<file path="src/rtl/nextasic_serial_pkg.sv">
// Shared definitions for the 40-bit single-wire link (serializer and receiver).
// Stop-bit checking in the receiver is enabled by RECEIVER_STOP_CHECK_EN.
package nextasic_serial_pkg;

    localparam int unsigned FRAME_BITS_DEFAULT = 40;

    localparam logic START_BIT  = 1'b1;
    localparam logic IDLE_LEVEL = 1'b0;

    typedef enum logic [1:0] {
        IDLE = 2'd0,
        DATA = 2'd1,
        STOP = 2'd2
    } rx_state_t;

endpackage

</file>
<file path="src/rtl/rx_holding_reg.sv">
// One-entry valid/ready holding register for completed frames.
// A completing frame is dropped, with an overrun pulse, when the entry is full and not being drained.
module rx_holding_reg #(
    parameter int unsigned W = 40
) (
    input  logic         clk,
    input  logic         n_reset,
    input  logic         frame_done,
    input  logic [W-1:0] frame_data,
    output logic [W-1:0] out_data,
    output logic         out_valid,
    input  logic         out_ready,
    output logic         overrun
);

    logic can_load;

    // Zero-cycle turnaround: a simultaneous accept frees the entry for the new frame.
    assign can_load = !out_valid || out_ready;

    always_ff @(posedge clk or negedge n_reset) begin
        if (!n_reset) begin
            out_data  <= '0;
            out_valid <= 1'b0;
            overrun   <= 1'b0;
        end else begin
            overrun <= 1'b0;
            if (frame_done) begin
                if (can_load) begin
                    out_data  <= frame_data;
                    out_valid <= 1'b1;
                end else begin
                    overrun <= 1'b1;
                end
            end else if (out_valid && out_ready) begin
                out_valid <= 1'b0;
            end
        end
    end

endmodule

</file>
<file path="src/rtl/serial_receiver.sv">
// Single-wire frame deserializer: start bit, FRAME_BITS payload MSB first, optional stop check.
// Define RECEIVER_STOP_CHECK_EN to require a 0 stop bit after each frame.
module serial_receiver
    import nextasic_serial_pkg::*;
#(
    parameter int unsigned FRAME_BITS = FRAME_BITS_DEFAULT
) (
    input  logic                  clk,
    input  logic                  n_reset,
    input  logic                  sin,
    output logic [FRAME_BITS-1:0] out_data,
    output logic                  out_valid,
    input  logic                  out_ready,
    output logic                  overrun,
    output logic                  framing_err
);

    localparam int unsigned COUNT_W = $clog2(FRAME_BITS);
    localparam logic [COUNT_W-1:0] LAST_BIT = COUNT_W'(FRAME_BITS - 1);

    rx_state_t               state_q, state_d;
    logic [COUNT_W-1:0]      count_q, count_d;
    logic [FRAME_BITS-1:0]   shift_q, shift_d;
    logic [FRAME_BITS-1:0]   frame_data;
    logic                    frame_done;
`ifdef RECEIVER_STOP_CHECK_EN
    logic                    frame_bad;
    logic                    framing_err_q;
`endif

    always_ff @(posedge clk or negedge n_reset) begin
        if (!n_reset) begin
            state_q <= IDLE;
            count_q <= '0;
            shift_q <= '0;
        end else begin
            state_q <= state_d;
            count_q <= count_d;
            shift_q <= shift_d;
        end
    end

    always_comb begin
        state_d    = state_q;
        count_d    = count_q;
        shift_d    = shift_q;
        frame_done = 1'b0;
        frame_data = shift_q;
`ifdef RECEIVER_STOP_CHECK_EN
        frame_bad  = 1'b0;
`endif
        case (state_q)
            IDLE: begin
                if (sin == START_BIT) begin
                    state_d = DATA;
                    count_d = '0;
                end
            end
            DATA: begin
                shift_d = {shift_q[FRAME_BITS-2:0], sin};
                count_d = count_q + COUNT_W'(1);
                if (count_q == LAST_BIT) begin
                    count_d = '0;
`ifdef RECEIVER_STOP_CHECK_EN
                    state_d = STOP;
`else
                    // Last payload bit is still in flight; hand over the post-shift value.
                    state_d    = IDLE;
                    frame_done = 1'b1;
                    frame_data = shift_d;
`endif
                end
            end
`ifdef RECEIVER_STOP_CHECK_EN
            STOP: begin
                // A 1 here is a violation, never a start bit.
                state_d = IDLE;
                if (sin == IDLE_LEVEL) begin
                    frame_done = 1'b1;
                end else begin
                    frame_bad = 1'b1;
                end
            end
`endif
            default: begin
                state_d = IDLE;
                count_d = '0;
            end
        endcase
    end

`ifdef RECEIVER_STOP_CHECK_EN
    always_ff @(posedge clk or negedge n_reset) begin
        if (!n_reset) begin
            framing_err_q <= 1'b0;
        end else begin
            framing_err_q <= frame_bad;
        end
    end

    assign framing_err = framing_err_q;
`else
    assign framing_err = 1'b0;
`endif

    rx_holding_reg #(
        .W (FRAME_BITS)
    ) u_hold (
        .clk        (clk),
        .n_reset    (n_reset),
        .frame_done (frame_done),
        .frame_data (frame_data),
        .out_data   (out_data),
        .out_valid  (out_valid),
        .out_ready  (out_ready),
        .overrun    (overrun)
    );

endmodule
</file>
<file path="config.mk">
export PLATFORM = sky130hd
export DESIGN_NAME = serial_receiver
export DESIGN_NICKNAME = d
export VERILOG_FILES = /design/src/rtl/nextasic_serial_pkg.sv /design/src/rtl/rx_holding_reg.sv /design/src/rtl/serial_receiver.sv
export SDC_FILE = /design/constraint.sdc
export NUM_CORES = 1
export LEC_CHECK = 0
export CORE_ASPECT_RATIO = 0.9
export CORE_MARGIN = 2
export CORE_UTILIZATION = 28
export CTS_BUF_LIST = sky130_fd_sc_hd__clkbuf_16
export CTS_CLUSTER_SIZE = 24
export DETAILED_ROUTE_END_ITERATION = 10
export PLACE_DENSITY = 0.54
export SKIP_CTS_REPAIR_TIMING = 1
export SLEW_MARGIN = 20
export SYNTH_ARGS = -nofsm -noshare
export SYNTH_HDL_FRONTEND = slang
export SYNTH_HIERARCHICAL = 1
export SYNTH_SLANG_ARGS = --single-unit
export TNS_END_PERCENT = 30
</file>
<file path="constraint.sdc">
create_clock -name clk -period 4.05 [get_ports clk]
set_clock_uncertainty 0.1 [all_clocks]
set_input_delay 1.215 -clock clk [delete_from_list [all_inputs] [get_ports clk]]
set_output_delay 1.215 -clock clk [all_outputs]
set_load 0.01 [all_outputs]
</file>
==> run_results.csv <==
group,metric,value,unit
outcome,status,"finished, final reports clean",
timing,tns,0,ps
logic_synthesis,yosysTopAreaCell,"dfrtp_1",
worst_setup_path,path_buf_inv,1,
final_layout,drive_gt1_share,45.6,%
die,coreArea,0.0148,mm2
logic_synthesis,synth_top_area_share,52.1,%
global_route,antenna_found_initial,1,
worst_setup_path,cpLargestDelayFamily,"simple AND/OR/NAND/NOR gates",
die,initial_core_util,28.9,%
global_route,gr-total-overflow,0,
power_and_ir_drop,p_total,3.43,mW
routing,drt-total-wl,6720,um
cts,clk_path_buf_depth,2,
global_route,grt_use_total,9.07,%
worst_setup_path,endpoint,"u_hold/out_data[36]$_DFFE_PN0P_",
global_route,grt_pass1_vias,2272,
timing,timing.final.ws_setup,1090,ps
logic_synthesis,ys_seq_area_share,52.1,%
timing,slew_viol_final,0,
place,globalplace.congestion,0.653,
cts,worstSkewPairLatency,320,ps
place,post-place-cells,491,
routing,via_per_inst,4.14,
routing,drt_iter0_drc,66,
logic_synthesis,avgSynthCellArea,16.4,um2
worst_setup_path,r2r-start,"count_q[0]$_DFFE_PN0P_",
logic_synthesis,syn_inst,261,
timing,relSlewSlack,50.0,%
worst_setup_path,cp.depth,6,
place,post-place-ws,1070,ps
worst_setup_path,cp-end-kind,"flop",
logic_synthesis,yosysUniqueCellTypes,29,
global_route,grt_max_degree,50,
timing,rsz0062_at_grt,"false",
final_layout,layout.nets,309,
worst_setup_path,rrSetupSlack,1090,ps
worst_setup_path,startpoint,"count_q[0]$_DFFE_PN0P_",
power_and_ir_drop,power_leakage,2.49,nW
worst_hold_path,hold_path_class,"flop to flop",
logic_synthesis,synth_area_leaders,"dfrtp_1, mux2_4, mux2_2",
worst_setup_path,arrival,3060,ps
worst_setup_path,critPathKind,"flop to flop",
timing,fin_crit,2960,ps
routing,drtPass1Iterations,4,
logic_synthesis,ys_ff_latch,89,
die,fp-row-count,42,
global_route,grt_pass1_wl,11600,um
logic_synthesis,synth_fp_nets,266,
die,die_height,121,um
routing,avgRoutedWirePerCell,13.2,um
cts,cts_sinks,89,
final_layout,instances_no_fill,508,
final_layout,fin_area,0.00509,mm2
job,drv_cap,0,
cts,htree_levels,3,
logic_synthesis,syn_area,0.00428,mm2
place,io_buffers,45,
final_layout,n_fill_cell,1424,
routing,remaining_drc_errors,0,
timing,finalCritPeriodShare,73.0,%
timing,setup_viol_count_final,0,
cts,path_clk_slew,60,ps
power_and_ir_drop,ir_worst_vdd,0.305,mV
die,io_pins,47,
place,dp_hpwl,4400,um
worst_setup_path,cpPeakStageDelay,870,ps
worst_setup_path,r2r_end,"u_hold/out_data[36]$_DFFE_PN0P_",
worst_setup_path,cpMaxStageDelayCell,"or4b_4",
timing,hold_viol,0,
worst_setup_path,path_cells,"ha_1 > nand3_2 > or4b_4 > inv_1 > nand2_4 > mux2_4",
timing,tightestPinTransition,750,ps
final_layout,final_util,34.4,%
worst_setup_path,startpoint_type,"flop",
worst_setup_path,reg2reg_depth,6,
logic_synthesis,yosys_warnings,6,
routing,vias,2102,
cts,cts_tree,"built",
timing,clock.fmax,338,MHz
routing,ant_nets,0,
timing,whs,401,ps
cts,root_buffer,"clkbuf_16",
power_and_ir_drop,powerDensity,673,mW/mm2
final_layout,area_growth,19.1,%
worst_setup_path,cp.required,4160,ps
place,place_area,0.00483,mm2
cts,cts_buffers,9,
die,die_w,134,um
die,die-area,0.0163,mm2
worst_setup_path,worstPathMaxFanout,41,
-- worst min-delay path by stage --
stage	start	to	slack [ps]	cells after the start
4_1_cts	shift_q[39]$_DFFE_PN0P_	shift_q[39]$_DFFE_PN0P_	410	1
6_report	shift_q[39]$_DFFE_PN0P_	shift_q[39]$_DFFE_PN0P_	400	1
5_1_grt	shift_q[39]$_DFFE_PN0P_	shift_q[39]$_DFFE_PN0P_	420	1
3_3_place_gp	shift_q[39]$_DFFE_PN0P_	shift_q[39]$_DFFE_PN0P_	390	1
2_1_floorplan	shift_q[39]$_DFFE_PN0P_	shift_q[39]$_DFFE_PN0P_	370	1
3_5_place_dp	shift_q[39]$_DFFE_PN0P_	shift_q[39]$_DFFE_PN0P_	400	1
-- cells in the final DEF (no fill, tap or decap), types with 2 or more instances in the layout --
cell | netlist | final
a21o_1 | 2 | 2
a22o_1 | 2 | 2
buf_4 | 1 | 4
clkbuf_16 | 0 | 9
clkdlybuf4s50_1 | 0 | 44
clkinv_1 | 0 | 2
dfrtp_1 | 89 | 88
inv_1 | 3 | 6
mux2_2 | 41 | 41
mux2_4 | 79 | 79
nand2_1 | 5 | 5
nand3_1 | 2 | 2
nor2_1 | 3 | 3
o21ai_0 | 5 | 5
-- state kept, by name, summed over array words and instances, names as in the netlist --
name and flops:
shift_q 40, u_hold/out_data 40, count_q 6, u_hold/out_valid 1, state_q 1, u_hold/overrun 1
-- cell usage after synthesis --
cell type	number
a21o_1	2
a22o_1	2
a22oi_1	1
and2b_1	1
buf_1	5
buf_12	4
buf_4	1
buf_6	5
clkbuf_1	1
conb_1	1
dfrtp_1	89
ha_1	1
inv_1	3
mux2_2	41
mux2_4	79
nand2_1	5
nand2_4	1
nand2b_4	1
nand3_1	2
nand3_2	1
nand3b_1	1
nor2_1	3
nor3b_1	1
o21ai_0	5
o2bb2a_1	1
o31a_2	1
o31ai_1	1
or4b_1	1
xnor2_1	1
-- kinds of logic (layout without fill, tap and decap cells) --
group	after synthesis	count (layout)	share of synthesized area (%)
buffers and inverters	19	67	4.15
multiplexers	120	120	38.5
XOR/XNOR	1	1	0.205
AND/OR/NAND/NOR	17	17	2.52
AO/OA/AOI/OAI	13	13	2.16
flip-flops	89	89	52.1
other	1	2	0.0877
adder cells (fa/ha/maj)	1	1	0.292
-- per-layer routing --
metal	wire, um	vias to the layer above	global-route usage [%]
met5	0	-	0
met4	53	0	3.36
met3	291	4	2.84
met2	3300	30	14.8
met1	3070	1053	11.3
li1	-	1015	-
-- area by class of cell --
type                    instances  area, um2  share of cell area, %
flip-flops and latches         89       2230                   43.7
multi-input cells             153       1880                   36.8
repair buffers                 48        470                   9.24
well taps                     198        248                   4.86
clock buffers                   9        225                   4.42
clock inverters                 7       31.3                  0.614
inverters                       3       11.3                  0.221
diodes                          1       2.50                 0.0491
-- report_power, final --
group	leakage, nW	internal, mW	switching [mW]
registers	1.14	1.22	0.277
clock network	0.134	0.403	0.309
logic	1.22	0.849	0.374
No activity file was read; power rests on OpenSTA's default activity.
